### src/rtl/alu_issue.sv
// RV32I decode/issue stage: builds ALU op code and operands, presented through a 2-entry skid buffer.
// Optional macro ALU_ISSUE_CNT_EN adds issued-packet and stall-cycle counters.
module alu_issue #(
    parameter int XLEN       = 32,
    parameter int SKID_DEPTH = 2
) (
    input  logic            clk,
    input  logic            rst_n,
    input  logic            in_valid,
    output logic            in_ready,
    input  logic [31:0]     in_instr,
    input  logic [XLEN-1:0] in_rs1,
    input  logic [XLEN-1:0] in_rs2,
    input  logic [XLEN-1:0] in_pc,
    output logic            out_valid,
    input  logic            out_ready,
    output logic [3:0]      out_aluop,
    output logic [XLEN-1:0] out_asrc,
    output logic [XLEN-1:0] out_bsrc,
    output logic            out_illegal,
    output logic [31:0]     issue_cnt,
    output logic [31:0]     stall_cnt
);

    localparam logic [3:0] OP_ADD  = 4'b0000;
    localparam logic [3:0] OP_SUB  = 4'b1000;
    localparam logic [3:0] OP_SLT  = 4'b0010;
    localparam logic [3:0] OP_SLTU = 4'b0011;

    localparam logic [6:0] OPC_R      = 7'b0110011;
    localparam logic [6:0] OPC_I      = 7'b0010011;
    localparam logic [6:0] OPC_LUI    = 7'b0110111;
    localparam logic [6:0] OPC_AUIPC  = 7'b0010111;
    localparam logic [6:0] OPC_LOAD   = 7'b0000011;
    localparam logic [6:0] OPC_STORE  = 7'b0100011;
    localparam logic [6:0] OPC_BRANCH = 7'b1100011;

    localparam logic [6:0] F7_BASE = 7'b0000000;
    localparam logic [6:0] F7_ALT  = 7'b0100000;

    if (SKID_DEPTH != 2) begin : g_depth_unsupported
        $error("alu_issue supports only SKID_DEPTH == 2");
    end

    typedef struct packed {
        logic [3:0]      op;
        logic [XLEN-1:0] a;
        logic [XLEN-1:0] b;
        logic            ill;
    } pkt_t;

    // Illegal packets always carry op=ADD with zero operands, whatever the opcode.
    function automatic pkt_t decode(
        input logic [31:0]     instr,
        input logic [XLEN-1:0] rs1,
        input logic [XLEN-1:0] rs2,
        input logic [XLEN-1:0] pc
    );
        pkt_t            p;
        logic [6:0]      opcode;
        logic [2:0]      f3;
        logic [6:0]      f7;
        logic [XLEN-1:0] imm_i;
        logic [XLEN-1:0] imm_s;
        logic [XLEN-1:0] imm_u;
        logic [XLEN-1:0] shamt;
        opcode = instr[6:0];
        f3     = instr[14:12];
        f7     = instr[31:25];
        imm_i  = XLEN'($signed(instr[31:20]));
        imm_s  = XLEN'($signed({instr[31:25], instr[11:7]}));
        imm_u  = XLEN'($signed({instr[31:12], 12'h000}));
        shamt  = XLEN'(instr[24:20]);
        p.op   = OP_ADD;
        p.a    = '0;
        p.b    = '0;
        p.ill  = 1'b0;
        case (opcode)
            OPC_R: begin
                if ((f7 == F7_BASE) || ((f7 == F7_ALT) && ((f3 == 3'b000) || (f3 == 3'b101)))) begin
                    p.op = {f7[5], f3};
                    p.a  = rs1;
                    p.b  = rs2;
                end else begin
                    p.ill = 1'b1;
                end
            end
            OPC_I: begin
                if (f3 == 3'b001) begin
                    if (f7 == F7_BASE) begin
                        p.op = {1'b0, f3};
                        p.a  = rs1;
                        p.b  = shamt;
                    end else begin
                        p.ill = 1'b1;
                    end
                end else if (f3 == 3'b101) begin
                    if ((f7 == F7_BASE) || (f7 == F7_ALT)) begin
                        p.op = {f7[5], f3};
                        p.a  = rs1;
                        p.b  = shamt;
                    end else begin
                        p.ill = 1'b1;
                    end
                end else begin
                    p.op = {1'b0, f3};
                    p.a  = rs1;
                    p.b  = imm_i;
                end
            end
            OPC_LUI: begin
                p.b = imm_u;
            end
            OPC_AUIPC: begin
                p.a = pc;
                p.b = imm_u;
            end
            OPC_LOAD: begin
                p.a = rs1;
                p.b = imm_i;
            end
            OPC_STORE: begin
                p.a = rs1;
                p.b = imm_s;
            end
            OPC_BRANCH: begin
                case (f3)
                    3'b000, 3'b001: begin
                        p.op = OP_SUB;
                        p.a  = rs1;
                        p.b  = rs2;
                    end
                    3'b100, 3'b101: begin
                        p.op = OP_SLT;
                        p.a  = rs1;
                        p.b  = rs2;
                    end
                    3'b110, 3'b111: begin
                        p.op = OP_SLTU;
                        p.a  = rs1;
                        p.b  = rs2;
                    end
                    default: begin
                        p.ill = 1'b1;
                    end
                endcase
            end
            default: begin
                p.ill = 1'b1;
            end
        endcase
        return p;
    endfunction

    pkt_t in_pkt_s;
    pkt_t main_q, main_d;
    pkt_t skid_q, skid_d;
    logic main_vld_q, main_vld_d;
    logic skid_vld_q, skid_vld_d;
    logic in_fire_s;
    logic out_fire_s;

    // Decode the incoming instruction.
    always_comb begin
        in_pkt_s = decode(in_instr, in_rs1, in_rs2, in_pc);
    end

    // Buffer next state: main always holds the oldest packet, skid the younger one.
    always_comb begin
        main_d     = main_q;
        skid_d     = skid_q;
        main_vld_d = main_vld_q;
        skid_vld_d = skid_vld_q;
        out_fire_s = main_vld_q & out_ready;
        in_fire_s  = in_valid & ~skid_vld_q;
        if (out_fire_s) begin
            if (skid_vld_q) begin
                main_d     = skid_q;
                skid_vld_d = 1'b0;
            end else if (in_fire_s) begin
                main_d = in_pkt_s;
            end else begin
                main_vld_d = 1'b0;
            end
        end else if (in_fire_s) begin
            if (main_vld_q) begin
                skid_d     = in_pkt_s;
                skid_vld_d = 1'b1;
            end else begin
                main_d     = in_pkt_s;
                main_vld_d = 1'b1;
            end
        end else begin
            main_vld_d = main_vld_q;
        end
    end

    // Buffer registers.
    always_ff @(posedge clk or negedge rst_n) begin
        if (!rst_n) begin
            main_q     <= '0;
            skid_q     <= '0;
            main_vld_q <= 1'b0;
            skid_vld_q <= 1'b0;
        end else begin
            main_q     <= main_d;
            skid_q     <= skid_d;
            main_vld_q <= main_vld_d;
            skid_vld_q <= skid_vld_d;
        end
    end

    assign in_ready    = ~skid_vld_q;
    assign out_valid   = main_vld_q;
    assign out_aluop   = main_q.op;
    assign out_asrc    = main_q.a;
    assign out_bsrc    = main_q.b;
    assign out_illegal = main_q.ill;

`ifdef ALU_ISSUE_CNT_EN
    logic [31:0] issue_cnt_q;
    logic [31:0] stall_cnt_q;

    // Issued-packet and output-stall counters, wrapping at 2^32.
    always_ff @(posedge clk or negedge rst_n) begin
        if (!rst_n) begin
            issue_cnt_q <= 32'd0;
            stall_cnt_q <= 32'd0;
        end else begin
            if (out_fire_s) begin
                issue_cnt_q <= issue_cnt_q + 32'd1;
            end else begin
                issue_cnt_q <= issue_cnt_q;
            end
            if (main_vld_q && !out_ready) begin
                stall_cnt_q <= stall_cnt_q + 32'd1;
            end else begin
                stall_cnt_q <= stall_cnt_q;
            end
        end
    end

    assign issue_cnt = issue_cnt_q;
    assign stall_cnt = stall_cnt_q;
`else
    assign issue_cnt = 32'd0;
    assign stall_cnt = 32'd0;
`endif

endmodule
### config.mk
export PLATFORM = sky130hd
export DESIGN_NAME = alu_issue
export DESIGN_NICKNAME = d
export VERILOG_FILES = /design/src/rtl/alu_issue.sv
export SDC_FILE = /design/constraint.sdc
export NUM_CORES = 1
export LEC_CHECK = 0
export ABC_AREA = 1
export CAP_MARGIN = 20
export CORE_MARGIN = 2
export CORE_UTILIZATION = 42
export CTS_CLUSTER_DIAMETER = 60
export DETAILED_ROUTE_END_ITERATION = 8
export PLACE_DENSITY = 0.78
export RECOVER_POWER = 25
export SYNTH_ARGS = -nofsm -noshare
export SYNTH_HDL_FRONTEND = slang
export SYNTH_SLANG_ARGS = --single-unit
### constraint.sdc
create_clock -name clk -period 1.46 [get_ports clk]
set_clock_uncertainty 0.1 [all_clocks]
set_input_delay 0.146 -clock clk [delete_from_list [all_inputs] [get_ports clk]]
set_output_delay 0.146 -clock clk [all_outputs]
set_load 0.05 [all_outputs]
Yosys cells after proc, flatten, opt, wreduce, memory -nomap -nowiden
Cells that the tools add are included.
{"block": "word_totals", "in_bits": 132, "romBits": 0, "out_inout_bits": 135, "latch_bits": 0, "wordCells": 77, "reg_bits": 140, "n_memories": 0, "ram_bits": 0}
{"block": "classes", "n_mux": 27, "magnitude_cmp": 0, "n_addsub": 0, "mul": 0, "eq_ne": 16, "shift": 0, "reduce_logical": 20, "bitwise": 4, "n_div": 0}
{"operator": "69-bit 2-to-1 mux", "count": 6}
{"operator": "68-bit 2-to-1 mux", "count": 3}
{"operator": "68-bit one-hot mux with 3 select lines", "count": 1}
{"operator": "32-bit one-hot mux with 6 select lines", "count": 1}
{"operator": "32-bit one-hot mux with 5 select lines", "count": 1}
{"operator": "67-bit 2-to-1 mux", "count": 1}
{"operator": "7-bit by 6-bit equality test with 1-bit output (second input constant)", "count": 4}
{"operator": "7-bit by 5-bit equality test with 1-bit output (second input constant)", "count": 2}
{"operator": "3-bit equality test (second input constant)", "count": 4}
{"operator": "1-bit 2-to-1 mux", "count": 12}
{"operator": "4-bit one-hot mux with 3 select lines", "count": 1}
{"operator": "2-bit OR reduction", "count": 5}
{"operator": "3-bit AND reduction", "count": 3}
{"operator": "7-bit by 2-bit equality test with 1-bit output (second input constant)", "count": 1}
{"operator": "7-bit equality test (second input constant)", "count": 1}
{"operator": "7-bit zero test", "count": 1}
{"operator": "2-bit nonzero test", "count": 3}
{"operator": "6-bit OR reduction", "count": 1}
{"operator": "2-bit != test (second input constant)", "count": 2}
{"operator": "1-bit one-hot mux with 4 select lines", "count": 1}
{"operator": "4-bit OR reduction", "count": 1}
{"operator": "3-bit by 1-bit equality test with 1-bit output (second input constant)", "count": 1}
{"operator": "3-bit zero test", "count": 1}
{"operator": "1-bit logical OR", "count": 3}
{"operator": "5 further kinds", "count": 7}

Logic depth before layout (Yosys ltp)
{"block": "depth", "word_depth": 9, "mapped_depth": 12, "ltp_nobuf": 11}

Worst setup path after synthesis
Ideal clock, no wire load.
{"block": "synth_timing", "path_type": "register -> register", "start": "register main_vld_q (netlist: out_valid)", "end": "register main_q, in the netlist out_illegal", "stages_incl_launch_ff": 10, "period_less_slack_ns": 1.953, "path_slack_ns": -0.493, "n_path_buf": 2, "arrival_ns": 1.728, "setup_time_ns": 0.126, "required_ns": 1.234, "cell_sequence": "dfrtp_1 > nand2_1 > nor2_4 > inv_2 > a21oi_2 > inv_2 > buf_2 > buf_2 > a21oi_1 > a21oi_1"}
{"block": "synth_via", "elab_chain_len": 3, "word_cells_on_any_way": 5, "cone_classes": "1 x eq/ne; 1 x mux; 1 x bitwise; 2 x reduce/logical"}
{"element": "start: declaration", "line_no": "158", "source": "logic main_vld_q, main_vld_d;"}
{"element": "start signal: assignment", "line_no": "208", "source": "main_vld_q <= main_vld_d;"}
{"element": "1-bit bitwise AND", "line_no": "174", "source": "out_fire_s = main_vld_q & out_ready;"}
{"element": "2-bit by 1-bit != test with 1-bit output (no source line) or 2-bit nonzero test (tied branches)"}
{"element": "3-bit AND reduction (no source line)"}
{"element": "end signal: assignment", "line_no": "206", "source": "main_q <= main_d;"}
{"element": "end: declaration", "line_no": "156", "source": "pkt_t main_q, main_d;"}
Several ways; a longest one is shown, not always the timed one.
A chain may end at the register's enable or synchronous reset.

Worst setup path after layout
{"block": "layout_timing", "start": "register skid_vld_q", "end": "register main_q, in the netlist out_asrc[14]"}
{"block": "layout_via", "elab_chain_len": 4, "word_cells_on_any_way": 7, "cone_classes": "2 x mux; 2 x bitwise; 3 x reduce/logical"}
{"element": "start: declaration", "line_no": "159", "source": "logic skid_vld_q, skid_vld_d;"}
{"element": "start signal: assignment", "line_no": "209", "source": "skid_vld_q <= skid_vld_d;"}
{"element": "1-bit NOT", "line_no": "175", "source": "in_fire_s = in_valid & ~skid_vld_q;"}
{"element": "1-bit bitwise AND", "line_no": "175"}
{"element": "2-bit nonzero test (no source line)"}
{"element": "3-bit AND reduction (no source line)"}
Several ways; a longest one is shown, not always the timed one.

==> results.md <==
- Final ANT Viol Nets: 0
- Most common cell after layout, fill and taps aside: nand2_1
- 1st-pass router iterations: 5
- Total grt overflow: 0
- Rows: 49
- FF-to-FF path depth: 10
- Final setup vio count: 106
- Worst vdd ir: 0.001493 V
- H-tree depth: 4
- GPL Wtd Cong: 0.8887
- Mapped Area: between 7000 and 8000 sq um
- Initial antenna violation count: 0
- Worst hold slack: ~110 ps
- Max clock buf depth: 2
- Clk slew on worst S/H paths: 60 ps
- Ports: 267
- Max Cap Violations: 0
- Share of cells above drive strength 1: 0.2481
- Critical path startpoint category: flip-flop
- Initial core utilization: 0.4281
- Failing checks: negative setup slack
- DRC violations left: 0
- Final Hold Viols: 0
- Final TNS setup: -13120 ps
- Clk_lat worst skew: 420 ps
- Post-Syn Instances: 1061
- Pre-CTS WS: -586.6 ps
- Status: finished with violations
- Slew headroom: 0.6357
- Area growth syn-to-layout: 66.81%
- Most frequent cells in the layout: nand2_1, dfrtp_1, clkdlybuf4s50_1
- Final core utilization: 0.7141
- Worst EP arrival: 1910 ps
- Final Max Tran Viols: 0
- Worst Path Buf+Inv: 5
- Iteration-0 DRC Markers: 811
- Library cells used by synthesis: 26
- GRT Util Overall: 0.2579
- Clk root buf: clkbuf_16
- Die Y: around 140 microns
- First-pass GRT wire length: 40.54 mm
- R2r startpoint: skid_vld_q
- R2R Path End: out_asrc[14]
- Power density over the cells: between 1500 and 2000 nW/um^2
- Critical path's largest stage delay: 410 ps
- Vias in the first global route: 8229
- Unrepaired setup endpoints after global routing: yes
- WS Path Type: flip-flop to flip-flop
- Vias per cell: approximately 5.4
- Critical Path Fanout Max: 15
- Crit path required time: 1710 ps
- Worst slew pin tran: 546.4 ps
- Crit-path slowest cell: dfrtp_1
- WL/cell: ~18 microns
- CP top delay family: buffers and inverters
- Number of synthesis warnings: 0
- Die Width: 139.3 microns
- Die area: about 19000 sq um
- Core area: 17960 sq um
- Fin crit period: 1665 ps
- Register area share after synthesis: 0.4556
- TritonCTS Buffers: 17
- FILL cells: 1265
- Mean Syn Cell Area: around 7.2 sq um
- LEAKAGE: 0.006301 uW
- Most frequent CP cell: nand2_1
- Post-DP HPWL: 16.12 mm
- R2R setup slack: -210 ps
- Largest net degree at the start of global routing: 51
- Yosys reg bits: 140
- CTS tree: yes
- Via count: approximately 8400
- Setup slack after layout: -205.3 ps
- Fmax: 600.5 MHz
- ANT cells: 0
- Fin nets: 1466
- Final Cycle Share: 1.141
- Total wire length: 27.66 mm
- # clock sinks: 140
- Worst min path class: input pin to asynchronous set/reset pin
- CP endpoint kind: flip-flop
- Port Buffer Count: about 200
- CP cell instances: inv_2 -> nor2_4 -> clkinv_4 -> a21oi_4 -> buf_4 -> inv_4 -> buf_16 -> nor2_2 -> nand2_1 -> nand2_1
- Critical path depth: 10
## worst max path at each step
stage / from / end / slack [ps]
after detailed placement: in_instr[26] / out_asrc[6] / -590
after floorplan: out_valid / out_aluop[0] / -260
after global placement: in_instr[26] / out_asrc[0] / -490
final: skid_vld_q / out_asrc[14] / -210
after CTS: skid_vld_q / out_asrc[10] / -110
after global routing: skid_vld_q / out_asrc[14] / -290
## registers in the layout, summed over array words and instances, names as in the netlist
name,flops
skid_q,69
out_asrc,32
out_bsrc,32
out_aluop,4
out_illegal,1
out_valid,1
skid_vld_q,1
## Yosys cell counts
library cell / count / area [sq um]
buf_2: 24 / 120.1
a21o_1: 1 / 7.510
nor2_1: 131 / 491.7
o21ai_1: 26 / 130.1
a21oi_1: 47 / 235.2
nand3_2: 3 / 30.03
buf_6: 1 / 11.26
nand2_2: 3 / 18.77
nor3_1: 2 / 10.01
buf_1: 4 / 15.01
a31oi_1: 39 / 244.0
nand4_1: 27 / 168.9
nand3_1: 69 / 345.3
clkbuf_1: 24 / 90.09
inv_1: 33 / 123.9
o21ai_4: 1 / 16.27
nand3b_1: 1 / 7.510
inv_2: 14 / 52.55
dfrtp_1: 140 / 3503
o21ai_0: 9 / 45.04
nor2_2: 4 / 25.02
a21oi_2: 1 / 8.760
nand2_1: 385 / 1445
conb_1: 1 / 3.750
buf_4: 69 / 518.0
nor2_4: 2 / 22.52
## kinds of logic after synthesis
group           share of synthesized area
simple gates                       0.3336
compound gates                    0.08933
flops                              0.4556
other cells                     0.0004877
buf+inv                            0.1211
## metal layers
layer	up-vias	global-route usage	wire (microns)
li1	3842	-	-
met1	4080	0.3327	11100
met2	445	0.4218	13670
met3	74	0.04577	1993
met4	0	0.1239	894
met5	-	0	0
## layout make-up
type	count	area, sq um	share of cell area
Timing Repair Buffer	311	4220	0.3290
Clock inverter	7	87.58	0.006828
Timing Repair inverter	2	22.52	0.001756
Inverter	47	206.4	0.01609
Clock buffer	24	491.7	0.03833
Tap cell	229	286.5	0.02234
Multi-Input combinational cell	815	4008	0.3124
Sequential cell	140	3505	0.2732
## repair_timing
item	4_1_cts	5_1_grt
pin swaps	8	31
cloned	10	10
buffers inserted	8	12
setup endpoints to repair	135	139
endpoints found under the hold margin	140	0
hold buffers	1	0
gates resized for setup	62	108
## per-stage QoR
stage | power, uW | cells | instance area (sq um)
global placement | 17830 | 1505 | 10990
floorplan | 12600 | 1124 | 8074
detailed placement | 18080 | 1505 | 10990
CTS | 23350 | 1554 | 12070
global route | 25330 | 1575 | 12830
finish | 24320 | 1575 | 12830
## power breakdown
part	switching [uW]	total, uW	leakage [uW]	internal, uW
sequential	1410	6780	0.00182	5370
clock	1680	4350	0.000286	2680
combinational	7120	13200	0.00420	6060
total	10200	24300	0.00630	14100
(Power assumes the default switching activity.)
==> RTL edit 1: new RTL, config.mk and constraints unchanged <==
Add a define of `ALU_ISSUE_CNT_EN`.
--- a/src/rtl/alu_issue.sv
+++ b/src/rtl/alu_issue.sv
@@ -1,5 +1,7 @@
 // RV32I decode/issue stage: builds ALU op code and operands, presented through a 2-entry skid buffer.
 // Optional macro ALU_ISSUE_CNT_EN adds issued-packet and stall-cycle counters.
+`define ALU_ISSUE_CNT_EN
+
 module alu_issue #(
     parameter int XLEN       = 32,
     parameter int SKID_DEPTH = 2
Check against the original RTL: not equivalent (Yosys sat finds a counterexample within 4 cycles, from zero or initial values and one cycle with rst_n low).
==> RTL edit 1 against the unedited design <==
The run still ends with setup timing left; largest power group unchanged; setup slack got worse by 0.62 ns; synthesized area increased by 45%; final area increased by 75%; sequential cell count increased by 64; total power increased by 52%; largest cell class unchanged; sequential share of layout area decreased by 4.2 points; critical endpoint is now stall_cnt[23]$_DFFE_PN0P_; critical path type unchanged; routed wire length increased by 110%; synthesized cell count increased by 29%.
==> RTL edit 1: results (changes against the unedited design) <==
outcome=complete, but fails checks; failing checks=setup timing; Via density=5.980 (+12%); CTS buffer count=27 (+10); worst skew pair latency=0.54 ns (+0.12 ns); worst path arrival time=2.61 ns (+0.70 ns); Final setup viols=303 (+190%); largest net degree at the start of global routing=44 (-14%); first-pass iteration count of the detailed router=6 (+1); reg2reg start=stall_cnt[1]$_DFFE_PN0P_; Post-Place Setup Slack=-0.7893 ns (-0.2026 ns); Post-synth ARST share=1.000 (unchanged); predominant post-synthesis flop cell=dfrtp_1; VDD IR-drop max=0.001636 V (+9.5%); Lkg Pwr=11.19 nW (+78%); layout cells sized above 1=0.5169 (+0.2687); initial drt markers=1,865 (+130%); ranking of synthesized cells by area=dfrtp_1 (46%), nand2_1 (14%), nor2_1 (5.4%); # rows=59 (+20%); worst reg-to-reg path cell count=8 (-2); final setup margin=-0.8284 ns (-0.6231 ns); RePlAce Congestion=0.8881 (about the same); fill count=1,080 (-15%); H-tree level count=1 (-3); critical path fanouts, max=3 (-12); worst slew margin relative to its limit=0.1443 (-0.4914); Worst Hold Class=in -> reg; final wirelength=58,600 um (+110%); Final #Nets=2,128 (+45%); complex-gate fraction of the synthesized area=0.06557 (-0.02376); first-pass GRT wire length=68,370 um (+69%); Synth cell types=42 (+62%); Post-Synth Adder-Cell Area=0.002245 (+0.002245); Seq/Total Area, Yosys=0.4581 (+0.002486); FF-to-FF End=stall_cnt[23]$_DFFE_PN0P_; clk buf depth=3 (+1); Tot GR Track Use=0.3036 (+0.04569); Post-DP HPWL=26,270 um (+63%); number of I/O port buffers=266 (+32%); vias in the first global route=13,040 (+58%); synth cell count leaders=nand2_1 (425), dfrtp_1 (204), nor2_1 (161), inv_1 (79), nand3_1 (68); setup_tns=-73.20 ns (-60.08 ns)
==> RTL edit 1: cell count changes in the layout (fill, tap and decap cells not counted), sizes merged, moves of 28 or more <==
cell | unedited run | this run
conb | 64 | 0
dfrtp | 140 | 204
nand3 | 72 | 100
xnor2 | 0 | 28
inv | 46 | 90
xor2 | 0 | 31
buf | 167 | 496
nor2 | 137 | 174
nand2 | 388 | 483
==> RTL edit 1: worst max-delay path, cell delays in order, from the launching register on <==
cell and delay [ns]:
dfrtp_2 0.42, buf_6 0.13, nand2_4 0.04, nand3b_4 0.17
nor2_4 0.16, nand4_1 0.35, nor2_4 0.33, nand2_2 0.19
xnor2_2 0.28
==> RTL edit 1: repair_timing <==
item,4_1_cts,5_1_grt
hold buffers,1,0
setup buffers,72,96
resized for setup,197,373
cloned,10,30
hold endpoints to repair,204,0
endpoints found under the setup margin,242,253
pin swaps,68,195
==> RTL edit 1: final cells by class <==
cell class | count | area share
timing repair buffer | 652 | 0.3751
multi-input combinational | 1019 | 0.3191
sequential | 204 | 0.2310
clock buffer | 37 | 0.03271
tap | 335 | 0.01870
inverter | 89 | 0.01630
clock inverter | 12 | 0.006363
timing repair inverter | 1 | 0.0005024
antenna | 2 | 0.0002233
==> RTL edit 1: worst min-delay path by stage <==
stage                                 to  slack, ns  cells after the start
2_1_floorplan   issue_cnt[0]$_DFFE_PN0P_      -0.25                      0
4_1_cts        stall_cnt[15]$_DFFE_PN0P_       0.02                      2
6_report         out_bsrc[5]$_DFFE_PN0P_       0.01                      5
5_1_grt         out_bsrc[25]$_DFFE_PN0P_       0.02                      5
3_5_place_dp   stall_cnt[15]$_DFFE_PN0P_     0.0003                      1
3_3_place_gp   stall_cnt[15]$_DFFE_PN0P_     -0.001                      1
==> RTL edit 1: routing by layer <==
layer | GRT usage | wire length [um] | share of wire | up-vias
met5 | 0 | 13 | 0.00022 | -
met4 | 0.1349 | 4428 | 0.076 | 2
met3 | 0.06844 | 6131 | 0.10 | 400
met2 | 0.5334 | 28370 | 0.48 | 1264
met1 | 0.3543 | 19650 | 0.34 | 6703
li1 | - | - | - | 5690
==> RTL edit 1: stage by stage <==
| stage | std cells | hold WS (ns) | cell area (um^2) |
|---|---|---|---|
| final | 2351 | 0.01347 | 22420 |
| after global placement | 2134 | -0.001360 | 17510 |
| after global routing | 2350 | 0.02274 | 22410 |
| after detailed placement | 2134 | 0.0002954 | 17510 |
| after floorplan | 1371 | -0.2496 | 11720 |
| after CTS | 2263 | 0.01533 | 19910 |
==> RTL edit 1: report_power, final <==
group          internal [mW]  switching [mW]
Sequential              7.39            2.14
Clock                   4.04            2.80
Combinational           9.83            10.8
==> RTL edit 2: new RTL, same settings <==
Without the edit above. Change the parameter `XLEN` from 32 to 28.
--- a/src/rtl/alu_issue.sv
+++ b/src/rtl/alu_issue.sv
@@ -1,7 +1,7 @@
 // RV32I decode/issue stage: builds ALU op code and operands, presented through a 2-entry skid buffer.
 // Optional macro ALU_ISSUE_CNT_EN adds issued-packet and stall-cycle counters.
 module alu_issue #(
-    parameter int XLEN       = 32,
+    parameter int XLEN       = 28,
     parameter int SKID_DEPTH = 2
 ) (
     input  logic            clk,
Ports: changed (5 resized); port bits go from 267 to 247. The function was not compared with the original's and may differ.
==> RTL edit 2 against the unedited design <==
Total power down 8.0%; setup slack worse by 0.042 ns; routed wire length down 12%; sequential cell count down 16; final cell count down 10%; first-iteration DRC count down 23%; the run still ends with setup timing left; synthesized area down 11%; final area down 11%; critical endpoint is now skid_q[6]$_DFFE_PN0P_; die area down 11%; critical path depth down 1.
==> RTL edit 2: results (changes against the unedited design) <==
worst skew pair latency=0.41 ns; max FFs per register=61 (-12%); xor-xnor portion of the synthesized cell area=0 (unchanged); Post-Place Setup Slack=-0.6849 ns (-0.09829 ns); CTS buffer count=17 (unchanged); ranking of synthesized cells by area=dfrtp_1 (45%), nand2_1 (17%), nor2_1 (7.3%); final wirelength=24,230 um (-12%); Lkg Pwr=5.582 nW (-11%); Yosys warning count=0 (unchanged); multiplexer area fraction after synthesis=0 (unchanged); Worst Hold Class=in -> async; Crit-path slowest cell=dfrtp_1; worst slew margin relative to its limit=0.6332 (-0.002512); synth cell count leaders=nand2_1 (306), nor2_1 (133), dfrtp_1 (124), nand3_1 (65), buf_4 (64); initial antenna violation count=3 (+3); failing checks=setup timing; complex-gate fraction of the synthesized area=0.09398 (+0.004652); vias in the first global route=7,106 (-14%); predominant post-synthesis flop cell=dfrtp_1; layout cells sized above 1=0.2720 (+0.02390); initial drt markers=625 (-23%); critical path fanouts, max=6 (-9); Min Hold Slack=0.1546 ns (+0.04694 ns); VDD IR-drop max=0.001010 V (-32%); register area=3104 um^2 (-11%); Synth cell types=28 (+7.7%); via total after detailed routing=7,279 (-14%); RePlAce Congestion=0.9352 (+5.2%); Switching Fraction=0.4217 (+0.001842); number of I/O port buffers=182 (-9.9%); crit-path leading delay family=buffers and inverters; first-pass GRT wire length=37,010 um (-8.7%); DP Area=9995 um^2 (-9.0%); Post-Synth Adder-Cell Area=0 (unchanged); Tot GR Track Use=0.2671 (+0.009225); Reg with most FFs=skid_q; outcome=complete, but fails checks; Final #Nets=1,300 (-11%); Largest stage delay, worst path=0.40 ns; final setup margin=-0.2477 ns (-0.04236 ns); first-pass iteration count of the detailed router=5 (unchanged); Post-DP HPWL=15,050 um (-6.6%); fill count=1,158 (-8.5%); largest net degree at the start of global routing=47 (-7.8%); H-tree level count=4 (unchanged); worst path arrival time=1.89 ns (-0.02 ns); clk buf depth=2 (unchanged); Seq/Total Area, Yosys=0.4526 (-0.003026); Final setup viols=124 (+17%); clk root buf=clkbuf_16; Post-synth ARST share=1.000 (unchanged); Worst-path clk slew=0.06 ns (about the same)
==> RTL edit 2: cell count changes after synthesis, sizes merged, moves of 2 or more <==
cell,before,now
o21ai,36,49
a21oi,48,13
inv,47,31
buf,98,86
nand4,27,7
nand3,72,68
o211ai,0,8
dfrtp,140,124
nand2,388,332
o21a,0,2
==> RTL edit 2: path summary, 6_finish.rpt <==
kind,start,end,cells past startpoint
min,rst_n,skid_q[16]$_DFFE_PN0P_,2
max in group asynchronous,rst_n,out_bsrc[27]$_DFFE_PN0P_,3
max,skid_vld_q$_DFFE_PN0P_,skid_q[6]$_DFFE_PN0P_,9
max reg2reg,skid_vld_q$_DFFE_PN0P_,skid_q[6]$_DFFE_PN0P_,9
min in group clk,in_instr[26],skid_q[7]$_DFFE_PN0P_,4
min reg2reg,skid_q[17]$_DFFE_PN0P_,skid_q[17]$_DFFE_PN0P_,2
==> RTL edit 2: cell families (layout without fill, tap and decap cells) <==
| family | Yosys count | count (layout) |
|---|---|---|
| simple gates | 546 | 547 |
| buf+inv | 142 | 345 |
| other cells | 1 | 67 |
| compound gates | 111 | 111 |
| flops | 124 | 124 |
==> RTL edit 2: worst register-to-register path, delay by kind of cell (launching register included) <==
family | cells | cell delay (ns)
buf+inv | 5 | 0.68
compound gates | 1 | 0.05
flops | 1 | 0.40
simple gates | 3 | 0.35
==> RTL edit 2: cell type report <==
cell class / count / share of cell area
Antenna cell: 3 / 0.0006575
Clock buffer: 22 / 0.04066
Clock inverter: 8 / 0.006137
Inverter: 32 / 0.01238
Multi-Input combinational cell: 722 / 0.3107
Sequential cell: 124 / 0.2719
Tap cell: 216 / 0.02367
Timing Repair Buffer: 283 / 0.3339
==> RTL edit 2: power by group through the flow <==
stage	Sequential (mW)	Combinational, mW	Clock (mW)
after detailed placement	6.10	11.2	0
after global routing	6.33	12.9	4.07
after CTS	6.09	11.9	3.93
after global placement	6.04	11.0	0
final	6.17	12.3	3.89
after floorplan	8.35	3.29	0
==> RTL edit 2: metal layers <==
metal	track usage	up-vias	wire (um)
li1	-	3379	-
met1	0.3265	3469	9568
met3	0.04537	66	1540
met5	0	-	0
met2	0.4564	365	12230
met4	0.1359	0	890
==> RTL edit 2: stage by stage <==
step / total power [mW] / std cells / setup TNS, ns
after global routing: 23.31 / 1410 / -25.32
final: 22.36 / 1410 / -17.43
after detailed placement: 17.29 / 1349 / -70.43
after CTS: 21.95 / 1400 / -12.62
after floorplan: 11.65 / 987 / -23.19
after global placement: 17.07 / 1349 / -59.76
==> RTL edit 2: what timing repair did <==
item                                   in CTS  in global routing
hold buffers                                1                  0
gates cloned                               11                  6
setup endpoints to repair                 124                124
endpoints found under the hold margin     124                  0
pin swaps                                  42                  5
buffers inserted                            9                  3
gates resized for setup                   121                 44
